`src/rtl/seq_det_pkg.sv`:
```
// Shared types and constants for the serial pattern detector run controller.
// State encoding and the reset-time default pattern.
package seq_det_pkg;

  typedef enum logic [1:0] {
    IDLE  = 2'b00,
    READY = 2'b01,
    RUN   = 2'b10
  } state_e;

  // Alternating ...0101; the low PAT_W bits form the reset pattern.
  localparam logic [31:0] DEF_PAT = 32'h5555_5555;

endpackage

```
`src/rtl/seq_det_match.sv`:
```
// Pattern matcher: history shift register, fill counter, compare.
// hit_out is the same-cycle match; match_out is its registered copy.
module seq_det_match #(
  parameter int PAT_W = 3
) (
  input  logic             clk,
  input  logic             rst_n,
  input  logic             clr_in,
  input  logic             shift_in,
  input  logic             bit_in,
  input  logic [PAT_W-1:0] pattern_in,
  output logic             hit_out,
  output logic             match_out
);
  import seq_det_pkg::*;

  localparam int FW = $clog2(PAT_W + 1);
  localparam logic [FW-1:0] FULL = FW'(PAT_W);

  logic [PAT_W-1:0] hist_q, hist_d;
  logic [FW-1:0]    fill_q, fill_d;
  logic             match_q, match_d;

  always_comb begin
    hist_d  = hist_q;
    fill_d  = fill_q;
    match_d = 1'b0;
    if (clr_in) begin
      hist_d = '0;
      fill_d = '0;
    end else if (shift_in) begin
      hist_d  = {hist_q[PAT_W-2:0], bit_in};
      fill_d  = (fill_q == FULL) ? fill_q : fill_q + FW'(1);
      // History is kept on a hit so overlapping matches are found.
      match_d = (hist_d == pattern_in) && (fill_d == FULL);
    end
  end

  always_ff @(posedge clk or negedge rst_n) begin
    if (!rst_n) begin
      hist_q  <= '0;
      fill_q  <= '0;
      match_q <= 1'b0;
    end else begin
      hist_q  <= hist_d;
      fill_q  <= fill_d;
      match_q <= match_d;
    end
  end

  assign hit_out   = match_d;
  assign match_out = match_q;

endmodule

```
`src/rtl/seq_det_ctrl.sv`:
```
// Run controller for a programmable serial pattern detector.
// Optional sticky interrupt flag: define SEQ_DET_CTRL_IRQ_EN.
module seq_det_ctrl #(
  parameter int PAT_W = 3,
  parameter int CNT_W = 8,
  parameter int TO_W  = 16
) (
  input  logic             clock_in,
  input  logic             rst_n_in,
  input  logic             cfg_valid_in,
  output logic             cfg_ready_out,
  input  logic [PAT_W-1:0] cfg_pattern_in,
  input  logic [CNT_W-1:0] cfg_target_in,
  input  logic [TO_W-1:0]  cfg_timeout_in,
  input  logic             start_in,
  input  logic             abort_in,
  input  logic             data_valid_in,
  input  logic             data_in,
  output logic             busy_out,
  output logic             match_out,
  output logic             done_out,
  output logic             timeout_out,
`ifdef SEQ_DET_CTRL_IRQ_EN
  output logic             irq_out,
  input  logic             irq_clr_in,
`endif
  output logic [CNT_W-1:0] match_count_out
);
  import seq_det_pkg::*;

  localparam logic [CNT_W-1:0] CNT_MAX = '1;

  state_e           state_q, state_d;
  logic [PAT_W-1:0] pat_q, pat_d;
  logic [CNT_W-1:0] tgt_q, tgt_d;
  logic [TO_W-1:0]  to_q, to_d;
  logic [CNT_W-1:0] cnt_q, cnt_d;
  logic [TO_W-1:0]  tmr_q, tmr_d;
  logic             done_q, done_d;
  logic             tout_q, tout_d;
  logic             rdy_q, rdy_d;
  logic             busy_q, busy_d;
  logic             clr, shift, hit;
  logic [CNT_W:0]   cnt_inc;

  assign shift   = (state_q == RUN) && data_valid_in;
  assign cnt_inc = {1'b0, cnt_q} + (CNT_W+1)'(1);

  seq_det_match #(.PAT_W(PAT_W)) u_match (
    .clk        (clock_in),
    .rst_n      (rst_n_in),
    .clr_in     (clr),
    .shift_in   (shift),
    .bit_in     (data_in),
    .pattern_in (pat_q),
    .hit_out    (hit),
    .match_out  (match_out)
  );

  always_comb begin
    state_d = state_q;
    pat_d   = pat_q;
    tgt_d   = tgt_q;
    to_d    = to_q;
    cnt_d   = cnt_q;
    tmr_d   = tmr_q;
    done_d  = 1'b0;
    tout_d  = 1'b0;
    clr     = 1'b0;
    unique case (state_q)
      IDLE: begin
        if (cfg_valid_in) begin
          pat_d   = cfg_pattern_in;
          tgt_d   = cfg_target_in;
          to_d    = cfg_timeout_in;
          state_d = READY;
        end
      end
      READY: begin
        if (cfg_valid_in) begin
          pat_d = cfg_pattern_in;
          tgt_d = cfg_target_in;
          to_d  = cfg_timeout_in;
        end
        if (start_in) begin
          cnt_d   = '0;
          tmr_d   = '0;
          clr     = 1'b1;
          state_d = RUN;
        end
      end
      RUN: begin
        if (hit && cnt_q != CNT_MAX) cnt_d = cnt_q + CNT_W'(1);
        tmr_d = hit ? '0 : tmr_q + TO_W'(1);
        // abort > done > timeout; a pending match still counts.
        if (abort_in) begin
          state_d = READY;
        end else if (hit && tgt_q != '0 &&
                     cnt_inc == {1'b0, tgt_q}) begin
          done_d  = 1'b1;
          state_d = READY;
        end else if (!hit && to_q != '0 &&
                     tmr_q == to_q - TO_W'(1)) begin
          tout_d  = 1'b1;
          state_d = READY;
        end
      end
      default: state_d = IDLE;
    endcase
    rdy_d  = (state_d != RUN);
    busy_d = (state_d == RUN);
  end

  always_ff @(posedge clock_in or negedge rst_n_in) begin
    if (!rst_n_in) begin
      state_q <= IDLE;
      pat_q   <= DEF_PAT[PAT_W-1:0];
      tgt_q   <= '0;
      to_q    <= '0;
      cnt_q   <= '0;
      tmr_q   <= '0;
      done_q  <= 1'b0;
      tout_q  <= 1'b0;
      rdy_q   <= 1'b1;
      busy_q  <= 1'b0;
    end else begin
      state_q <= state_d;
      pat_q   <= pat_d;
      tgt_q   <= tgt_d;
      to_q    <= to_d;
      cnt_q   <= cnt_d;
      tmr_q   <= tmr_d;
      done_q  <= done_d;
      tout_q  <= tout_d;
      rdy_q   <= rdy_d;
      busy_q  <= busy_d;
    end
  end

  assign cfg_ready_out   = rdy_q;
  assign busy_out        = busy_q;
  assign done_out        = done_q;
  assign timeout_out     = tout_q;
  assign match_count_out = cnt_q;

`ifdef SEQ_DET_CTRL_IRQ_EN
  logic irq_q, irq_d;

  always_comb begin
    irq_d = irq_q;
    if (irq_clr_in) irq_d = 1'b0;
    if (done_d || tout_d) irq_d = 1'b1;
  end

  always_ff @(posedge clock_in or negedge rst_n_in) begin
    if (!rst_n_in) irq_q <= 1'b0;
    else           irq_q <= irq_d;
  end

  assign irq_out = irq_q;
`endif

endmodule
```
`config.mk`:
```
export PLATFORM = sky130hd
export DESIGN_NAME = seq_det_ctrl
export DESIGN_NICKNAME = d
export VERILOG_FILES = /design/src/rtl/seq_det_pkg.sv /design/src/rtl/seq_det_match.sv /design/src/rtl/seq_det_ctrl.sv
export SDC_FILE = /design/constraint.sdc
export NUM_CORES = 1
export LEC_CHECK = 0
export ABC_AREA = 0
export CAP_MARGIN = 20
export CORE_ASPECT_RATIO = 1.25
export CORE_MARGIN = 2
export CORE_UTILIZATION = 50
export CTS_CLUSTER_DIAMETER = 60
export DETAILED_ROUTE_END_ITERATION = 8
export PLACE_DENSITY = 0.81
export SLEW_MARGIN = 10
export SYNTH_ARGS = -nofsm -noshare
export SYNTH_HDL_FRONTEND = slang
export SYNTH_SLANG_ARGS = --single-unit
```
`constraint.sdc`:
```
create_clock -name clock_in -period 2.3 [get_ports clock_in]
set_input_delay 0.23 -clock clock_in [delete_from_list [all_inputs] [get_ports clock_in]]
set_output_delay 0.23 -clock clock_in [all_outputs]
set_load 0.03 [all_outputs]
```
==> summary.md <==
| Metric | Value |
|---|---|
| Hold Path Stages | 3 |
| R2R Path End | busy_out$_DFF_PN0_ |
| Global placer's final weighted congestion | 0.912 |
| Core Area | between 0.006 and 0.007 mm^2 |
| Critical path data required time | 2550 ps |
| Initial antenna violation count | 0 |
| Post-detail-place hpwl | ~6500 um |
| Later-pin clock latency in the skew report | 360 ps |
| P per Cell Area | 968 mW/mm^2 |
| Die width | ~79 um |
| R2r setup slk | -170 ps |
| Pleak | 2.00 nW |
| Syn Area/Cell | 9.56 um^2 |
| Initial Util | between 50% and 60% |
| Die H | 97.8 um |
| Via density | around 6 |
| ANT cells | 0 |
| RSZ-0062 raised after global routing | yes |
| Share of layout cells above drive strength 1 | ~24% |
| Critical Path Fanout Max | 5 |
| Clock-pin slew on the worst setup and hold paths | 70 ps |
| Syn-to-layout area delta | 34.7% |
| Startpoint types | flip-flop |
| Cell Rows | 34 |
| Pin count of the biggest net entering global routing | 33 |
| Hold Path Class | in -> reg |
| Max-cap violation count | 0 |
| DR vias | 3198 |
| Post-route minimum period | 2470 ps |
| Post-route core utilization | 68.7% |
| Tcrit/Tclk final | 107% |
| Worst Min Path Start | cfg_timeout_in[1] |
| Fill count | a little under 500 |
| Synth cell types | 58 |
| Pwr Total | roughly 4.6 mW |
| Die footprint | 0.00773 mm^2 |
| Most used DFF post-synth | dfrtp_1 |
| Max_slew headroom | a little under a third |
| Final Skew | 9.91 ps |
| Port Buffer Count | 46 |
| Warnings from Yosys | 0 |
| Crit end category | flip-flop |
| Worst reg2reg path depth | 8 |
| Total grt overflow | 0 |
| I/O Pins | 47 |
| Htree depth | 3 |
| Fin. max-slew vios | 0 |
| Tightest Pin Transition | 1030 ps |
| DR DRC count | 0 |
| Outcome | finished, violations left |
| First-pass GRT wire length | 14500 um |
| DR WL/cell | 16.9 um |
| Starting DRC count in detailed routing | between 150 and 200 |
| Asr flop ratio synth | 100% |
| CTS root buf | clkbuf_8 |
| Synth Cell Area | 0.00352 mm^2 |
| Worst Setup Slack, final | -170 ps |
| Vias in the first global route | 3210 |
| Initial DRT Pass Iterations | 5 |
| Drt total wl | 9230 um |
| FMAX | 0.405 GHz |
| # setup viols final | 5 |
| Hold Path Sink | to_q[1]$_DFFE_PN0P_ |
| Dpl cell area | 0.00432 mm^2 |
| Clock sinks | 62 |
| Place WS | -135 ps |
| Nets | 489 |
| Seq cells post-synth | 62 |
| Post-route cell area | 0.00474 mm^2 |
| Syn Inst Count | about 370 |
| Violated checks | negative setup slack |
| Syn_nets | 406 |
| Post-route ant nets | 0 |
| Sequential area share after synthesis | 44.2% |
| Final Hold Fails | 0 |
| Number of synthesized flops with an enable pin | 0 |
| Max Root-Sink Buffers | 2 |
| Worst Path Arrival | 2720 ps |
| Worst setup path startpoint | to_q[0]$_DFFE_PN0P_ |
| CTS tree | built |
| Setup_tns | -587 ps |
| Num CTS Buffers | 9 |
| Type of the worst setup path | reg -> reg |
| Worst vdd ir | roughly 0.38 mV |
| Overall global routing resource usage | between 20% and 30% |
| Reg-to-Reg Start | to_q[0]$_DFFE_PN0P_ |
==> synth_stat cells (2+ instances only) <==
master    count  area share [%]
dfrtp_1      59              42
o21ai_0      38             5.4
nor2_1       31             3.3
nand2_1      30             3.2
mux2_2       23             7.4
xnor2_1      23             5.7
nand3_1      20             2.8
clkbuf_1     15             1.6
xor2_1       15             3.7
nor3_1       11             1.6
and3_1        9             1.6
inv_1         9            0.96
a21oi_1       6            0.85
nor2b_1       6             1.1
ha_1          4             1.4
nand2b_1      4            0.71
nor3b_1       4            0.85
nor4_1        4            0.71
a21o_1        3            0.64
and2_1        3            0.53
dfstp_2       3             2.2
o31ai_1       3            0.64
a22o_1        2            0.50
a31o_2        2            0.50
a41oi_1       2            0.50
buf_2         2            0.28
nand4_1       2            0.36
nor4b_1       2            0.50
o21bai_1      2            0.43
o41ai_1       2            0.50
or4_1         2            0.43
==> worst max path at each step <==
stage,end,slack (ps),cells after the start
global route,busy_out$_DFF_PN0_,-250,8
floorplan,busy_out$_DFF_PN0_,1,8
CTS,state_q[1]$_DFF_PN0_,-90,7
detailed placement,busy_out$_DFF_PN0_,-140,7
finish,busy_out$_DFF_PN0_,-170,8
global placement,busy_out$_DFF_PN0_,9,7
==> routing by layer <==
metal / wire [um] / vias to the layer above / share of wire, % / track usage (%)
li1: - / 1488 / - / -
met3: 418 / 46 / 4.5 / 5.45
met2: 4820 / 115 / 52 / 42.0
met5: 0 / - / 0 / 0
met1: 3610 / 1549 / 39 / 26.3
met4: 384 / 0 / 4.2 / 12.3
==> cell families (layout without fill, tap and decap cells) <==
group	Yosys count	after routing	synth area share (%)
AO/OA/AOI/OAI	75	75	13.5
adder cells (fa/ha/maj)	4	4	1.42
buffers and inverters	26	114	2.85
flip-flops	62	62	44.2
AND/OR/NAND/NOR	140	140	21.2
multiplexers	23	23	7.36
XOR/XNOR	38	38	9.46
==> state kept, by name, indices dropped and copies added (netlist names) <==
register	flops
timeout_out	1
cfg_ready_out	1
u_match.hist_q	2
u_match.match_out	1
tgt_q	8
pat_q	3
busy_out	1
u_match.fill_q	2
done_out	1
to_q	16
state_q	2
tmr_q	16
match_count_out	8
==> final cells by class <==
type                       instances  area (um^2)  area share (%)
clock inverter                     3         65.1            1.37
sequential                        62         1560            32.8
tap                               90          113            2.38
timing repair buffer              89          793            16.7
inverter                           9         33.8           0.713
clock buffer                      13          169            3.57
multi-input combinational        280         2010            42.4
==> repair_timing <==
| action | CTS | global route |
|---|---|---|
| resized for setup | 5 | 20 |
| hold endpoints to repair | 30 | 0 |
| setup buffers | 3 | 3 |
| gates cloned | 0 | 0 |
| hold buffers | 1 | 0 |
| setup endpoints to repair | 5 | 7 |
| pin swaps | 4 | 11 |
==> power by group <==
| part | leakage [nW] | switching, mW | internal (mW) |
|---|---|---|---|
| combinational | 1.09 | 0.916 | 0.894 |
| sequential | 0.793 | 0.284 | 1.36 |
| clock | 0.120 | 0.433 | 0.698 |
==> through the flow <==
step / hold WS, ps / instances
finish: 450 / 546
global route: 486 / 546
CTS: 444 / 543
detailed placement: 332 / 523
global placement: 320 / 523
floorplan: -65.6 / 368
==> placed cells by master, fill, tap and decap left out, types with 4 or more instances in the layout <==
| cell type | n |
|---|---|
| nor2_1 | 31 |
| and3_1 | 9 |
| inv_1 | 7 |
| xor2_1 | 15 |
| nor3_1 | 9 |
| clkbuf_8 | 12 |
| nand2_1 | 30 |
| o21ai_0 | 36 |
| mux2_2 | 23 |
| nor4_1 | 4 |
| buf_4 | 41 |
| nand2b_1 | 4 |
| xnor2_1 | 20 |
| nand3_1 | 20 |
| a21oi_1 | 5 |
| dfrtp_1 | 59 |
| nor2b_1 | 5 |
| clkdlybuf4s50_1 | 45 |
==> critical path, stage by stage (launching register included) <==
cell and delay, ps:
dfrtp_1 410, buf_4 160, nor4_1 580, buf_4 260, a41oi_1 140, a32oi_1 190
a21oi_1 120, nand4b_1 280, a21o_1 220
Power figures use the tool's default switching activity.
